### src/rtl/uart_pkg.sv
// Shared constants and helpers for the 8N1 UART receive path.
// State codes are plain localparams so older tools can consume the package.
package uart_pkg;

   localparam int unsigned DATA_BITS = 8;

   typedef logic [1:0] uart_state_t;

   localparam uart_state_t StIdle  = 2'd0;
   localparam uart_state_t StStart = 2'd1;
   localparam uart_state_t StData  = 2'd2;
   localparam uart_state_t StStop  = 2'd3;

   function automatic int unsigned baud_div(input int unsigned clk_freq,
                                            input int unsigned baud);
      return clk_freq / baud;
   endfunction

endpackage

### src/rtl/uart_baud_cnt.sv
// Clearable divide-by-BaudDiv counter with mid-bit and end-of-bit strobes.
module uart_baud_cnt import uart_pkg::*; #(
   parameter int unsigned BaudDiv = baud_div(50_000_000, 115200)
) (
   input  logic clk,
   input  logic rst_n,
   input  logic clr_i,
   output logic mid_tick_o,
   output logic bit_tick_o
);

   localparam int unsigned CntW = $clog2(BaudDiv);
   localparam logic [CntW-1:0] MidCnt  = CntW'(BaudDiv / 2 - 1);
   localparam logic [CntW-1:0] LastCnt = CntW'(BaudDiv - 1);

   logic [CntW-1:0] cnt_q, cnt_d;

   always_comb begin
      if (clr_i || (cnt_q == LastCnt)) begin
         cnt_d = '0;
      end else begin
         cnt_d = cnt_q + 1'b1;
      end
   end

   always_ff @(posedge clk) begin
      if (!rst_n) begin
         cnt_q <= '0;
      end else begin
         cnt_q <= cnt_d;
      end
   end

   assign mid_tick_o = (cnt_q == MidCnt);
   assign bit_tick_o = (cnt_q == LastCnt);

endmodule

### src/rtl/uart_rx_frame.sv
// 8N1 UART receiver: mid-bit sampling, per-byte strobe, framing-error strobe
// and an end-of-frame strobe after a programmable idle gap.
module uart_rx_frame import uart_pkg::*; #(
   parameter int unsigned CLK_FREQ  = 50_000_000,
   parameter int unsigned BAUD_RATE = 115200,
   parameter int unsigned IDLE_BITS = 16
) (
   input  logic                 clk,
   input  logic                 rst_n,
   input  logic                 uart_rxd,
   output logic [DATA_BITS-1:0] rx_data,
   output logic                 rx_data_valid,
   output logic                 rx_ack,
   output logic                 rx_frame_ack,
   output logic                 rx_err
);

   localparam int unsigned BaudDiv = baud_div(CLK_FREQ, BAUD_RATE);
   localparam int unsigned GapMax  = IDLE_BITS * BaudDiv;
   localparam int unsigned GapW    = $clog2(GapMax + 1);
   localparam int unsigned IdxW    = $clog2(DATA_BITS);
   localparam logic [GapW-1:0] GapLast = GapW'(GapMax - 1);
   localparam logic [IdxW-1:0] LastIdx = IdxW'(DATA_BITS - 1);

   if (BaudDiv < 4) begin : g_div_check
      $error("uart_rx_frame: BAUD_DIV must be at least 4");
   end
   if ((IDLE_BITS < 1) || (IDLE_BITS > 255)) begin : g_idle_check
      $error("uart_rx_frame: IDLE_BITS must be in 1..255");
   end

   logic rxd_meta_q, rxd_sync_q, rxd_dly_q;
   logic start_edge;

   uart_state_t          state_q, state_d;
   logic [IdxW-1:0]      bit_idx_q, bit_idx_d;
   logic [DATA_BITS-1:0] shift_q, shift_d;
   logic [DATA_BITS-1:0] data_q, data_d;
   logic                 valid_q, valid_d;
   logic                 ack_q, ack_d;
   logic                 err_q, err_d;
   logic                 frame_ack_q, frame_ack_d;
   logic                 pending_q, pending_d;
   logic [GapW-1:0]      gap_q, gap_d;
   logic                 cnt_clr, mid_tick, bit_tick;

   uart_baud_cnt #(
      .BaudDiv(BaudDiv)
   ) u_baud_cnt (
      .clk       (clk),
      .rst_n     (rst_n),
      .clr_i     (cnt_clr),
      .mid_tick_o(mid_tick),
      .bit_tick_o(bit_tick)
   );

   assign start_edge = rxd_dly_q & ~rxd_sync_q;

   always_comb begin
      state_d     = state_q;
      bit_idx_d   = bit_idx_q;
      shift_d     = shift_q;
      data_d      = data_q;
      valid_d     = valid_q;
      ack_d       = 1'b0;
      err_d       = 1'b0;
      frame_ack_d = 1'b0;
      pending_d   = pending_q;
      gap_d       = gap_q;
      cnt_clr     = 1'b0;

      case (state_q)
         StIdle: begin
            cnt_clr = 1'b1;
            if (start_edge) begin
               state_d = StStart;
            end
         end
         StStart: begin
            if (mid_tick) begin
               if (rxd_sync_q) begin
                  state_d = StIdle;
               end else begin
                  // Valid drops only once the start bit is confirmed, so glitches keep it.
                  state_d   = StData;
                  bit_idx_d = '0;
                  valid_d   = 1'b0;
                  cnt_clr   = 1'b1;
               end
            end
         end
         StData: begin
            if (bit_tick) begin
               shift_d   = {rxd_sync_q, shift_q[DATA_BITS-1:1]};
               bit_idx_d = bit_idx_q + 1'b1;
               if (bit_idx_q == LastIdx) begin
                  state_d = StStop;
               end
            end
         end
         StStop: begin
            if (bit_tick) begin
               state_d = StIdle;
               if (rxd_sync_q) begin
                  data_d    = shift_q;
                  valid_d   = 1'b1;
                  ack_d     = 1'b1;
                  pending_d = 1'b1;
               end else begin
                  err_d = 1'b1;
               end
            end
         end
         default: state_d = StIdle;
      endcase

      if ((state_q != StIdle) || !rxd_sync_q || start_edge) begin
         gap_d = '0;
      end else if (pending_q) begin
         if (gap_q == GapLast) begin
            gap_d       = '0;
            frame_ack_d = 1'b1;
            pending_d   = 1'b0;
         end else begin
            gap_d = gap_q + 1'b1;
         end
      end
   end

   always_ff @(posedge clk) begin
      if (!rst_n) begin
         rxd_meta_q  <= 1'b1;
         rxd_sync_q  <= 1'b1;
         rxd_dly_q   <= 1'b1;
         state_q     <= StIdle;
         bit_idx_q   <= '0;
         shift_q     <= '0;
         data_q      <= '0;
         valid_q     <= 1'b0;
         ack_q       <= 1'b0;
         err_q       <= 1'b0;
         frame_ack_q <= 1'b0;
         pending_q   <= 1'b0;
         gap_q       <= '0;
      end else begin
         rxd_meta_q  <= uart_rxd;
         rxd_sync_q  <= rxd_meta_q;
         rxd_dly_q   <= rxd_sync_q;
         state_q     <= state_d;
         bit_idx_q   <= bit_idx_d;
         shift_q     <= shift_d;
         data_q      <= data_d;
         valid_q     <= valid_d;
         ack_q       <= ack_d;
         err_q       <= err_d;
         frame_ack_q <= frame_ack_d;
         pending_q   <= pending_d;
         gap_q       <= gap_d;
      end
   end

   assign rx_data       = data_q;
   assign rx_data_valid = valid_q;
   assign rx_ack        = ack_q;
   assign rx_err        = err_q;
   assign rx_frame_ack  = frame_ack_q;

endmodule
### config.mk
export PLATFORM = sky130hd
export DESIGN_NAME = uart_rx_frame
export DESIGN_NICKNAME = d
export VERILOG_FILES = /design/src/rtl/uart_pkg.sv /design/src/rtl/uart_baud_cnt.sv /design/src/rtl/uart_rx_frame.sv
export SDC_FILE = /design/constraint.sdc
export NUM_CORES = 1
export LEC_CHECK = 0
export ABC_AREA = 1
export CAP_MARGIN = 20
export CORE_ASPECT_RATIO = 1.75
export CORE_UTILIZATION = 62
export CTS_CLUSTER_SIZE = 10
export DETAILED_ROUTE_END_ITERATION = 10
export PLACE_DENSITY = 0.83
export SETUP_SLACK_MARGIN = 0.02
export SLEW_MARGIN = 40
export SYNTH_ARGS = -nofsm -noshare
export SYNTH_HDL_FRONTEND = slang
export SYNTH_HIERARCHICAL = 1
export SYNTH_SLANG_ARGS = --single-unit
### constraint.sdc
create_clock -name clk -period 2.93 [get_ports clk]
set_input_delay 0.293 -clock clk [delete_from_list [all_inputs] [get_ports clk]]
set_output_delay 0.293 -clock clk [all_outputs]
set_load 0.1 [all_outputs]
==> results.yml, run 1 <==
status:
  status: "completed"
clock_network:
  clock-sinks: 51
  cts_tree: "done"
  clk_pin_slew_ns: 0.09
  max-clock-path-buffers: 2
  root_buffer: "clkbuf_8"
  htree_levels: 2
  clock_latency_ns: 0.31
  hold_buffers: 0
  cts_buffers: 5
  cts_resized: 0
  postCtsSetupBuffers: 0
global_route:
  grt_pass1_vias: 1632
  grt-busiest-layer: "met2"
  grtUsageTotal: 0.225
  grt_max_degree: 21
  grt_overflow: 0
  use_met2: 0.380
  antenna_found_initial: 0
  met3_usage: 0.0484
  grt_pass1_wl_um: 6400
  grtUsageMet1: 0.242
power_and_ir_drop:
  peakVddDrop_uv: 503
  powerDensity_nw_per_um2: 476
  p_leak_uw: 0.000969
  fin_total_pwr_uw: 1190
placement:
  hpwlAfterDp_um: 2940
  dp_slack_ns: 0.864
  io_buffers: 14
  gp_congestion: 0.929
  placed_cells: 352
  place_area_um2: 2400
timing:
  fmax_ghz: 0.482
  min_period_ns: 2.07
  drv_slew: 0
  worst_slack_ns: 0.856
  worstMarginPinSlew_ns: 0.593
  tns_ns: 0
  finClkSkew_ns: 0.00808
  hold_viol: 0
  fin_crit_sh: 0.708
  finalSetupViolCount: 0
  max_slew_margin: 0.603
  rsz0062_at_grt: "no"
yosys:
  seq_area_frac_synth: 0.451
  ys.flop_type: "dfxtp_1"
  synth_seq_cells: 51
  synth_edf_count: 0
  yosysTopAreaCell: "dfxtp_1"
  synth_nets: 307
  synth_top_area_share: 0.451
  synth.top_cells.by_count: "dfxtp_1, nand2_1, nor2_1, inv_1, a21oi_1"
  synth_warnings: 6
  netlist_area_um2: 2270
  ys_types: 37
  postSynthCellCount: 298
  postSynthAreaPerCell_um2: 7.60
  async_flop_share: 0
  synthTopCellsByArea: "dfxtp_1, nand2_1, nor2_1"
detailed_routing:
  drt-vias-per-instance: 5.09
  ant_nets: 0
  first_iter_violations: 51
  routedWlPerCell_um: 11.1
  wl_um: 4010
  via_count: 1834
  firstDrtPassIters: 4
  drc_errors: 0
worst_setup_path:
  path_delay_family: "simple AND/OR/NAND/NOR gates"
  cp_data_required_time_ns: 3.13
  crit_path_end_kind: "flop"
  critical_path.max_stage_delay_ns: 0.52
  crit_buf_inv: 3
  path_class: "reg -> reg"
  cpMostUsedCell: "nor2_1"
  slowest_stage: "nor3_4"
  start_kind: "flop"
  crit_chain: "ha_1 -> nand2_1 -> nor2_1 -> nand2_2 -> inv_1 -> inv_2 -> nor3_4 -> inv_1 -> nor2_1 -> nor2_1"
  worstPathArrival_ns: 2.28
  worstPathMaxFanout: 16
die:
  die_height_um: 82.0
  fp.dieW_um: 47.7
  io-pin-count: 15
  std_cell_rows: 28
  core_um2: 3430
  start_util: 0.660
  dieArea_um2: 3910
run:
  maxCapViolations: 0
layout:
  drive_gt1_frac: 0.140
  finalNonFillerCells: 360
  final_nets: 323
  stdcell_area_um2: 2490
  insertedDiodeCount: 0
  syn2layout_area_growth_pct: 10.1
min_path:
  hp-class: "reg -> reg"
placed cells by master, fill, tap and decap left out, types with 4 or more instances in the layout:
cell type / instances
nand2_1: 51
inv_1: 41
nor2_1: 45
nand3_1: 10
ha_1: 6
dfxtp_1: 51
buf_4: 13
o21ai_1: 4
o21ai_0: 16
clkbuf_8: 5
a21oi_1: 25
registers in the layout, indices dropped and copies added (netlist names), 3 cells and up, named ones only:
signal            cells
shift_q               8
bit_idx_q             3
u_baud_cnt/cnt_q      9
gap_q                13
rx_data               8
area by class of cell:
| type | instances | area (um^2) |
|---|---|---|
| Inverter | 44 | 165 |
| Multi-Input combinational cell | 197 | 1040 |
| Fill cell | 289 | 938 |
| Clock inverter | 3 | 23.8 |
| Timing Repair Buffer | 15 | 118 |
| Clock buffer | 5 | 68.8 |
| Tap cell | 45 | 56.3 |
| Sequential cell | 51 | 1020 |
power by group:
| group | total (uW) | switching [uW] | internal (uW) |
|---|---|---|---|
| Sequential | 706 | 6.97 | 699 |
| Clock | 418 | 247 | 171 |
| Combinational | 63.2 | 41.9 | 21.3 |
stage by stage:
stage          hold slack [ns]   util
2_1_floorplan            0.393      -
3_3_place_gp             0.395  0.700
3_5_place_dp             0.398  0.700
4_1_cts                  0.421  0.727
5_1_grt                  0.454  0.727
6_report                 0.421  0.727
cells by family (layout without fill, tap and decap cells):
kind of cell	count (synthesis)	in the layout	share of synthesized area
buf+inv	50	67	0.0895
fa+ha+maj	6	6	0.0331
flops	51	51	0.451
xor+xnor	4	4	0.0155
compound gates	54	54	0.134
mux	1	1	0.00442
simple gates	132	132	0.273
worst reg2reg max path: stages, from the launching register on:
cell and delay [ns]:
dfxtp_1 0.41, ha_1 0.17, nand2_1 0.05, nor2_1 0.11, nand2_2 0.09, inv_1 0.20, inv_2 0.09, nor3_4 0.52
inv_1 0.18, nor2_1 0.12, nor2_1 0.05
final timing paths:
kind / start / end / slack, ns / cells past startpoint
max: u_baud_cnt/cnt_q[0]$_SDFF_PP0_ / rx_data[1]$_SDFFE_PN0P_ / 0.86 / 10
min reg2reg: rxd_meta_q$_SDFF_PN1_ / rxd_sync_q$_SDFF_PN1_ / 0.42 / 1
max reg2reg: u_baud_cnt/cnt_q[0]$_SDFF_PP0_ / rx_data[1]$_SDFFE_PN0P_ / 0.86 / 10
min: rxd_meta_q$_SDFF_PN1_ / rxd_sync_q$_SDFF_PN1_ / 0.42 / 1
routing by layer:
metal  wire length (um)  share of wire
met1               1760           0.44
met3                 70          0.017
met5                  0              0
met4                103          0.026
met2               2080           0.52
Note: power is estimated with default switching activity, not from simulation.
==> run 2: changes to the inputs <==
--- a/config.mk
+++ b/config.mk
@@ -8,10 +8,10 @@
 export ABC_AREA = 1
 export CAP_MARGIN = 20
 export CORE_ASPECT_RATIO = 1.75
-export CORE_UTILIZATION = 62
+export CORE_UTILIZATION = 58
 export CTS_CLUSTER_SIZE = 10
 export DETAILED_ROUTE_END_ITERATION = 10
-export PLACE_DENSITY = 0.83
+export PLACE_DENSITY = 0.78
 export SETUP_SLACK_MARGIN = 0.02
 export SLEW_MARGIN = 40
 export SYNTH_ARGS = -nofsm -noshare
==> constraint.sdc (replaced) <==
create_clock -name clk -period 2 [get_ports clk]
set_input_delay 0.2 -clock clk [delete_from_list [all_inputs] [get_ports clk]]
set_output_delay 0.2 -clock clk [all_outputs]
set_load 0.1 [all_outputs]
==> run 2 against run 1 <==
  * Sequential power grew 46%
  * Clock-buffer cell count is the same
  * Wire length grew 1.7%
  * Design area grew 2.4%
  * Clock skew shrank 0.0020 ns
  * Core utilization shrank 3.0 points
  * Combinational power grew 46%
  * Maximum frequency grew 20%
  * Global-route usage shrank 1.1 points
  * Register-to-register slack lost 0.59 ns
  * Die area grew 6.7%
  * Largest power group unchanged
==> results.yml, run 2 (synthesized netlist as in run 1, its figures left out) <==
layout:
  largest_reg_flops: 13
  top_regs: "gap_q x13, u_baud_cnt/cnt_q x9"
  final_nets: 325
  top_register: "gap_q"
  syn2layout_area_growth_pct: 12.8
  finalNonFillerCells: 363
  final_cell_mix: "nand2_1, dfxtp_1, nor2_1"
  drive_gt1_frac: 0.145
  insertedDiodeCount: 0
placement:
  hpwlAfterDp_um: 3060
  io_buffers: 14
  gp_congestion: 0.841
  dp_slack_ns: 0.274
  placed_cells: 355
min_path:
  hp-class: "reg -> reg"
  hold_start: "rxd_meta_q$_SDFF_PN1_"
  holdPathStages: 1
  min_delay_worst_endpoint: "rxd_sync_q$_SDFF_PN1_"
global_route:
  grtUsageTotal: 0.214
  grt_pass1_wl_um: 6890
  grt_overflow: 0
  antenna_found_initial: 0
  grt_max_degree: 17
  grt_pass1_vias: 1702
power_and_ir_drop:
  powerDensity_nw_per_um2: 769
  peakVddDrop_uv: 605
  p_leak_uw: 0.00100
clock_network:
  cts_resized: 0
  max-clock-path-buffers: 2
  htree_levels: 2
  clock-sinks: 51
  clock_latency_ns: 0.31
  cts_tree: "done"
  root_buffer: "clkbuf_8"
  clk_pin_slew_ns: 0.09
  postCtsSetupBuffers: 0
  hold_buffers: 0
  cts_buffers: 5
detailed_routing:
  firstDrtPassIters: 5
  drt-vias-per-instance: 5.06
  first_iter_violations: 23
  via_count: 1837
  wl_um: 4080
  routedWlPerCell_um: 11.2
  ant_nets: 0
  drc_errors: 0
timing:
  fmax_ghz: 0.577
  max_slew_margin: 0.754
  hold_viol: 0
  worstMarginPinSlew_ns: 0.367
  drv_slew: 0
  min_period_ns: 1.73
  tns_ns: 0
  worst_slack_ns: 0.266
  finClkSkew_ns: 0.00607
  rsz0062_at_grt: "no"
  fin_crit_sh: 0.867
  finalSetupViolCount: 0
worst_setup_path:
  crit_path_end_kind: "flop"
  r2r-end: "rx_data[5]$_SDFFE_PN0P_"
  crit_chain: "inv_1 -> ha_1 -> nand2_1 -> nor2_1 -> nand2_2 -> inv_1 -> inv_2 -> nor3_4 -> buf_4 -> o21ai_0 -> a21oi_1"
  critical_path.max_stage_delay_ns: 0.34
  r2r-start: "u_baud_cnt/cnt_q[1]$_SDFF_PP0_"
  cp_data_required_time_ns: 2.24
  worstPathMaxFanout: 7
  worstPathArrival_ns: 1.97
  r2r.worst_path.cells: 11
  cpMostUsedCell: "inv_1"
  slowest_stage: "dfxtp_1"
  reg2reg_setup_slack_ns: 0.27
  start_kind: "flop"
  path_class: "reg -> reg"
die:
  io-pin-count: 15
  std_cell_rows: 29
  die_height_um: 84.7
  fp.dieW_um: 49.3
  start_util: 0.618
  dieArea_um2: 4170
  core_um2: 3660
run:
  maxCapViolations: 0
status:
  status: "completed"
-- run 2: where the power goes --
| group | internal (uW) | switching [uW] | total, uW |
|---|---|---|---|
| combinational | 31.1 | 61.4 | 92.5 |
| clock | 499 | 340 | 839 |
| sequential | 1020 | 9.99 | 1030 |
| total | 1550 | 411 | 1960 |
-- run 2: how the worst max path moves through the flow --
stage	from	end	slack (ns)	cells past startpoint
global route	u_baud_cnt/cnt_q[1]$_SDFF_PP0_	rx_data[4]$_SDFFE_PN0P_	0.06	11
finish	u_baud_cnt/cnt_q[1]$_SDFF_PP0_	rx_data[5]$_SDFFE_PN0P_	0.27	11
CTS	u_baud_cnt/cnt_q[1]$_SDFF_PP0_	rx_data[5]$_SDFFE_PN0P_	0.26	11
floorplan	u_baud_cnt/cnt_q[0]$_SDFF_PP0_	rx_data[6]$_SDFFE_PN0P_	0.38	10
global placement	u_baud_cnt/cnt_q[1]$_SDFF_PP0_	rx_data[3]$_SDFFE_PN0P_	0.32	11
detailed placement	u_baud_cnt/cnt_q[1]$_SDFF_PP0_	rx_data[5]$_SDFFE_PN0P_	0.27	11
-- run 2: per-layer routing --
metal | vias to the layer above | track usage | share of wire
met1 | 837 | 0.214 | 0.42
met5 | - | 0 | 0
li1 | 976 | - | -
met3 | 8 | 0.0435 | 0.020
met2 | 16 | 0.405 | 0.53
met4 | 0 | 0.104 | 0.023
-- run 2: layout make-up --
class | instances | area, um^2
Tap cell | 46 | 57.6
Clock buffer | 5 | 68.8
Sequential cell | 51 | 1020
Multi-Input combinational cell | 197 | 1040
Inverter | 44 | 165
Clock inverter | 3 | 67.6
Fill cell | 308 | 1110
Timing Repair Buffer | 17 | 133
-- run 2: stage by stage --
step / power [uW] / cell area (um^2) / hold WS (ns) / util
6_report: 1960 / 2550 / 0.419 / 0.697
5_1_grt: 2030 / 2550 / 0.435 / 0.697
4_1_cts: 1980 / 2550 / 0.422 / 0.697
3_5_place_dp: 1150 / 2420 / 0.401 / 0.660
3_3_place_gp: 1150 / 2420 / 0.399 / 0.660
2_1_floorplan: 1130 / 2270 / 0.307 / -
-- run 2: worst max-delay path: cells and delay by family, from the launching register on --
kind	cells	cell delay, ns
AOI/OAI and AO/OA	2	0.21
and+or+nand+nor	4	0.44
buffers and inverters	4	0.54
adders and majority gates	1	0.15
DFF	1	0.34
